`src/rtl/array_write_arbiter.sv`:
```
// Owns the register array write port: an init sweep after reset, then round-robin
// sharing among N_REQ result writers, one registered array write per clock.
module array_write_arbiter #(
    parameter int N_REQ    = 4,
    parameter int DEPTH    = 32,
    parameter int INDEX_W  = 6,
    parameter int DATA_W   = 32,
    parameter bit INIT_IDX = 1'b1
) (
    input  logic                     clk,
    input  logic                     rst,
    input  logic [N_REQ-1:0]         req,
    input  logic [N_REQ*INDEX_W-1:0] reqIndex,
    input  logic [N_REQ*DATA_W-1:0]  reqData,
    output logic [N_REQ-1:0]         grant,
    output logic                     initDone,
    output logic                     rangeErr,
    output logic [INDEX_W-1:0]       index,
    output logic [DATA_W-1:0]        writeData,
    output logic                     writeEnable
);
    localparam int                 PTR_W    = (N_REQ > 1) ? $clog2(N_REQ) : 1;
    localparam logic [INDEX_W:0]   DEPTH_L  = (INDEX_W+1)'(DEPTH);
    localparam logic [INDEX_W-1:0] LAST_L   = INDEX_W'(DEPTH-1);
    localparam logic [PTR_W-1:0]   LAST_PTR = PTR_W'(N_REQ-1);

    typedef enum logic {INIT, ARB} state_t;

    state_t             state, state_nx;
    logic [INDEX_W-1:0] initCount;
    logic [PTR_W-1:0]   rrPtr;
    logic [PTR_W-1:0]   cand;
    logic [PTR_W-1:0]   gntIdx;
    logic               gntVld;
    logic [INDEX_W-1:0] selIndex;
    logic [DATA_W-1:0]  selData;
    logic               selOob;

    // Round-robin search starting at rrPtr; first requesting source wins.
    always_comb begin
        grant  = '0;
        gntIdx = '0;
        gntVld = 1'b0;
        cand   = '0;
        if (state == ARB) begin
            for (int k = 0; k < N_REQ; k++) begin
                cand = PTR_W'((int'(rrPtr) + k) % N_REQ);
                if (!gntVld && req[cand]) begin
                    gntVld = 1'b1;
                    gntIdx = cand;
                end
            end
            grant[gntIdx] = gntVld;
        end
    end

    always_comb begin
        selIndex = reqIndex[int'(gntIdx)*INDEX_W +: INDEX_W];
        selData  = reqData[int'(gntIdx)*DATA_W +: DATA_W];
        selOob   = ({1'b0, selIndex} >= DEPTH_L);
    end

    always_comb begin
        state_nx = state;
        if (state == INIT && initCount == LAST_L)
            state_nx = ARB;
    end

    always_ff @(posedge clk or posedge rst) begin
        if (rst)
            state <= INIT;
        else
            state <= state_nx;
    end

    // Write stage: registered array write one cycle after the grant / sweep step.
    always_ff @(posedge clk or posedge rst) begin
        if (rst) begin
            initCount   <= '0;
            rrPtr       <= '0;
            index       <= '0;
            writeData   <= '0;
            writeEnable <= 1'b0;
            initDone    <= 1'b0;
            rangeErr    <= 1'b0;
        end else if (state == INIT) begin
            index       <= initCount;
            writeData   <= INIT_IDX ? DATA_W'(initCount) : '0;
            writeEnable <= 1'b1;
            initCount   <= initCount + INDEX_W'(1);
            if (initCount == LAST_L)
                initDone <= 1'b1;
        end else if (gntVld) begin
            index       <= selIndex;
            writeData   <= selData;
            writeEnable <= !selOob;
            if (selOob)
                rangeErr <= 1'b1;
            rrPtr <= (gntIdx == LAST_PTR) ? '0 : gntIdx + PTR_W'(1);
        end else begin
            writeEnable <= 1'b0;
        end
    end
endmodule

```
`config.mk`:
```
export PLATFORM = sky130hd
export DESIGN_NAME = array_write_arbiter
export DESIGN_NICKNAME = d
export VERILOG_FILES = /design/src/rtl/array_write_arbiter.sv
export SDC_FILE = /design/constraint.sdc
export NUM_CORES = 1
export LEC_CHECK = 0
export ABC_AREA = 1
export CAP_MARGIN = 20
export CELL_PAD_IN_SITES_DETAIL_PLACEMENT = 2
export CELL_PAD_IN_SITES_GLOBAL_PLACEMENT = 2
export CORE_MARGIN = 10
export CORE_UTILIZATION = 18
export CTS_CLUSTER_DIAMETER = 100
export DETAILED_ROUTE_END_ITERATION = 7
export PLACE_DENSITY_LB_ADDON = 0.1
export SYNTH_ARGS = -nofsm -noshare
export SYNTH_HDL_FRONTEND = slang
export SYNTH_SLANG_ARGS = --single-unit
```
`constraint.sdc`:
```
create_clock -name clk -period 2.6 [get_ports clk]
set_input_delay 0.26 -clock clk [delete_from_list [all_inputs] [get_ports clk]]
set_output_delay 0.26 -clock clk [all_outputs]
set_load 0.01 [all_outputs]
```
==> reports/metrics.csv <==
stage,metric,value,unit
routing,WL per Instance,18.39,um
floorplanning,Initial Utilization,18.28,%
setup_path,largest driver fanout on the critical path,10,
sta,final clock skew,0.007308,ns
floorplanning,Die Area,24840,um2
synth,post-synthesis cell type count,26,
grt,global-route wire length before repair,27800,um
placement,PortBufs,202,
synth,synthesis warning total,0,
setup_path,delay of the slowest critical-path stage,0.43,ns
clock_network,Sinks on Clock Net,49,
synth,post-synth design cell area,3408,um2
cells_and_area,area delta synth->final,74.38,%
sta,setup repair after global routing missed its margin,yes,
sta,Max Clock Freq,409.1,MHz
sta,Final Critical Period,2.445,ns
routing,DRC errors left,0,
setup_path,WP buf/inv,3,
flow_run,number of maximum-capacitance violations,0,
sta,max-slew violation count,0,
clock_network,maximum level of the CTS H-tree,2,
cells_and_area,area occupied by multi-input gates,1928,um2
sta,Worst Tran Pin Value,0.6188,ns
cells_and_area,number of fill cells,2174,
grt,number of global-route vias before repair,5038,
power_and_ir_drop,Peak VDD IR,1057,uV
cells_and_area,number of antenna cells inserted,0,
setup_path,required arrival time at the worst endpoint,2.34,ns
synth,area fraction of the dominant cell type after synthesis,35.98,%
placement,hpwl dp,14090,um
sta,crit share post-route,94.02,%
synth,biggest area contributors in the synthesized netlist,"sky130_fd_sc_hd__dfrtp_1 36%, sky130_fd_sc_hd__nand2_1 28%, sky130_fd_sc_hd__nand3_1 19%",
floorplanning,y dimension of the die,157.6,um
grt,global routing usage summed across all routing layers,14.13,%
routing,Initial DRT Pass Iterations,4,
sta,setup TNS after final layout,0,ns
grt,remaining global-route overflow,0,
setup_path,Critical Path End Type,primary output,
synth,Post-Synthesis Net Count,695,
clock_network,master cell of the clock root buffer,sky130_fd_sc_hd__clkbuf_16,
sta,number of failing hold endpoints at the final stage,0,
clock_network,Num CTS Buffers,5,
floorplanning,Core ar.,18640,um2
setup_path,CP Data Arrival Time,2.18,ns
floorplanning,Die W,157.6,um
grt,antenna violations before repair,0,
setup_path,"CP delay by family, top",simple AND/OR/NAND/NOR gates,
placement,placed cell count,958,
clock_network,CTS hold repair buffers,0,
setup_path,library cell appearing most often on the critical path,sky130_fd_sc_hd__nand2_1,
placement,global placement routability congestion,0.7427,
clock_network,Skew-Pair Late Insertion Delay,0.30,ns
cells_and_area,filler-free cell count of the finished design,968,
cells_and_area,fraction of final layout cells sized beyond drive strength 1,7.084,%
power_and_ir_drop,LEAKAGE,2.712,nW
routing,number of DRC markers in iteration 0,159,
routing,via count,4291,
synth,Yosys reg bits,49,
cells_and_area,Register Area,1229,um2
sta,Slew HR,58.69,%
worst_hold_path,worst min-delay path category,in -> async,
routing,Vias per Instance,4.433,
setup_path,Worst setup SP type,flop,
floorplanning,I/O pins,203,
grt,maximum number of pins on one net before global-route repair,73,
setup_path,list of cells traversed by the critical path,buf_12 -> inv_6 -> nand2_1 -> nand2_2 -> nand2_1 -> nand2_1 -> nand2_1 -> nand2_1 -> nand2_1 -> nand2_2 -> nand2_2 -> a21oi_1 -> clkdlybuf4s15_1,
synth,dominant cell type by area after synthesis,sky130_fd_sc_hd__dfrtp_1,
routing,Antenna Violating Nets Remaining,0,
sta,setup violation total in the final timing report,0,
run_status,outcome,finished clean,
cells_and_area,final layout net count,893,
synth,synthesized area per cell,6.359,um2
clock_network,CTS clock-pin slew for the worst setup and hold paths,0.07,ns
synth,post-synthesis instance total,536,
power_and_ir_drop,pwr dens,1567,nW/um2
routing,routed wire length,17800,um
floorplanning,# rows,50,
clock_network,maximum number of buffers from clock root to sink,2,
synth,sequential fraction of the synthesis area,35.98,%
setup_path,Slowest cell on crit path,sky130_fd_sc_hd__dfrtp_2,
clock_network,TritonCTS clock tree,built,
setup_path,type of the worst setup path,reg -> out,
-- final timing paths --
path / start / end / slack [ns] / cells past startpoint
setup / recovery: rrPtr[0]$_DFFE_PP0P_ / grant[0] / 0.16 / 13
hold / removal: rst / writeData[25]$_DFFE_PP0P_ / 0.36 / 2
setup reg to reg: rrPtr[0]$_DFFE_PP0P_ / index[2]$_DFFE_PP0P_ / 0.31 / 14
hold reg to reg: writeData[15]$_DFFE_PP0P_ / writeData[15]$_DFFE_PP0P_ / 0.49 / 2
max in group asynchronous: rst / rrPtr[0]$_DFFE_PP0P_ / 1.66 / 3
min in group clk: writeData[15]$_DFFE_PP0P_ / writeData[15]$_DFFE_PP0P_ / 0.49 / 2
-- layout by cell type (no fill, tap or decap), types with 2 or more instances in the layout --
| cell | synthesis | routed |
|---|---|---|
| sky130_fd_sc_hd__clkdlybuf4s50_1 | 0 | 198 |
| sky130_fd_sc_hd__nand3_2 | 3 | 2 |
| sky130_fd_sc_hd__nand2_1 | 257 | 255 |
| sky130_fd_sc_hd__dfrtp_2 | 0 | 2 |
| sky130_fd_sc_hd__xor2_1 | 3 | 3 |
| sky130_fd_sc_hd__inv_2 | 4 | 5 |
| sky130_fd_sc_hd__nor2_1 | 12 | 9 |
| sky130_fd_sc_hd__dlygate4sd2_1 | 0 | 3 |
| sky130_fd_sc_hd__inv_1 | 18 | 16 |
| sky130_fd_sc_hd__buf_12 | 0 | 6 |
| sky130_fd_sc_hd__o211ai_1 | 2 | 2 |
| sky130_fd_sc_hd__clkbuf_16 | 0 | 5 |
| sky130_fd_sc_hd__buf_4 | 2 | 15 |
| sky130_fd_sc_hd__dfrtp_1 | 49 | 47 |
| sky130_fd_sc_hd__nand2_2 | 5 | 6 |
| sky130_fd_sc_hd__a21oi_1 | 8 | 8 |
| sky130_fd_sc_hd__nor2_2 | 0 | 2 |
| sky130_fd_sc_hd__nand3_1 | 126 | 126 |
| sky130_fd_sc_hd__o21ai_0 | 6 | 6 |
| sky130_fd_sc_hd__clkinv_1 | 1 | 2 |
| sky130_fd_sc_hd__nor2_4 | 2 | 3 |
-- power by group --
group / switching [mW] / internal [mW] / leakage, nW
clock network: 0.292 / 0.379 / 0.0700
registers: 0.201 / 1.20 / 0.575
logic: 4.41 / 2.83 / 2.07
total: 4.91 / 4.41 / 2.71
-- cells by family (layout without fill, tap and decap cells) --
logic type | Yosys count | after routing | share of synthesized area (%)
xor gates and xnor gates | 4 | 4 | 1.028
buffers and inverters | 57 | 255 | 8.590
DFF | 49 | 49 | 35.98
and+or+nand+nor | 407 | 407 | 51.14
AOI/OAI and AO/OA | 18 | 18 | 2.900
adders and majority gates | 1 | 1 | 0.3670
-- layer usage --
metal	track usage, %	part of all wire (%)
met1	15.86	41
met2	24.59	50
met3	5.726	8.0
met4	3.028	1.3
met5	0	0
-- area by class of cell --
type	instances	area share (%)
Multi-Input combinational cell	430	32.44
Tap cell	234	4.926
Clock buffer	7	2.400
Timing Repair Buffer	224	37.96
Sequential cell	49	20.67
Inverter	24	1.600
-- Yosys cell counts, drive strengths merged --
library cell	instances
nor4	1
a31oi	1
clkinv	1
nand2	262
buf	32
ha	1
xor2	3
nand4	1
o21ai	6
inv	23
nand3	129
a21oi	8
xnor2	1
dfrtp	49
o31ai	1
nor2	14
clkbuf	1
o211ai	2
-- stage by stage --
stage / area (um2) / hold slack (ns) / worst slack, ns / power, mW / utilization (%)
after floorplan: 3408 / 0.4638 / 0.7538 / 5.918 / -
after global placement: 5747 / 0.4625 / 0.03949 / 8.570 / 30.83
after detailed placement: 5747 / 0.4737 / -0.08729 / 8.843 / 30.83
after CTS: 5923 / 0.3859 / 0.03212 / 9.580 / 31.77
after global routing: 5943 / 0.4233 / -0.04373 / 10.49 / 31.88
final: 5943 / 0.3643 / 0.1554 / 9.313 / 31.88
-- timing repair --
action,in CTS,in global routing
pin swaps,0,1
cloned,0,0
endpoints found under the setup margin,4,4
buffers inserted,3,0
gates resized for setup,5,9
-- flip-flops by register name (all words and copies together), names as in the netlist --
signal	count
writeData	32
state	1
initCount	6
index	6
writeEnable	1
rangeErr	1
rrPtr	2
-- worst register-to-register path, cell delays in order (launching register included) --
cell	delay [ns]
sky130_fd_sc_hd__dfrtp_2	0.43
sky130_fd_sc_hd__buf_12	0.14
sky130_fd_sc_hd__inv_6	0.08
sky130_fd_sc_hd__nand2_1	0.07
sky130_fd_sc_hd__nand3_1	0.12
sky130_fd_sc_hd__nand2_2	0.11
sky130_fd_sc_hd__nor2_4	0.15
sky130_fd_sc_hd__nand3_4	0.11
sky130_fd_sc_hd__buf_4	0.16
sky130_fd_sc_hd__nand4_4	0.09
sky130_fd_sc_hd__buf_12	0.26
sky130_fd_sc_hd__nand2_1	0.21
sky130_fd_sc_hd__nand3_1	0.14
sky130_fd_sc_hd__nand3_1	0.09
sky130_fd_sc_hd__nand2_1	0.08
(Power assumes the default switching activity.)
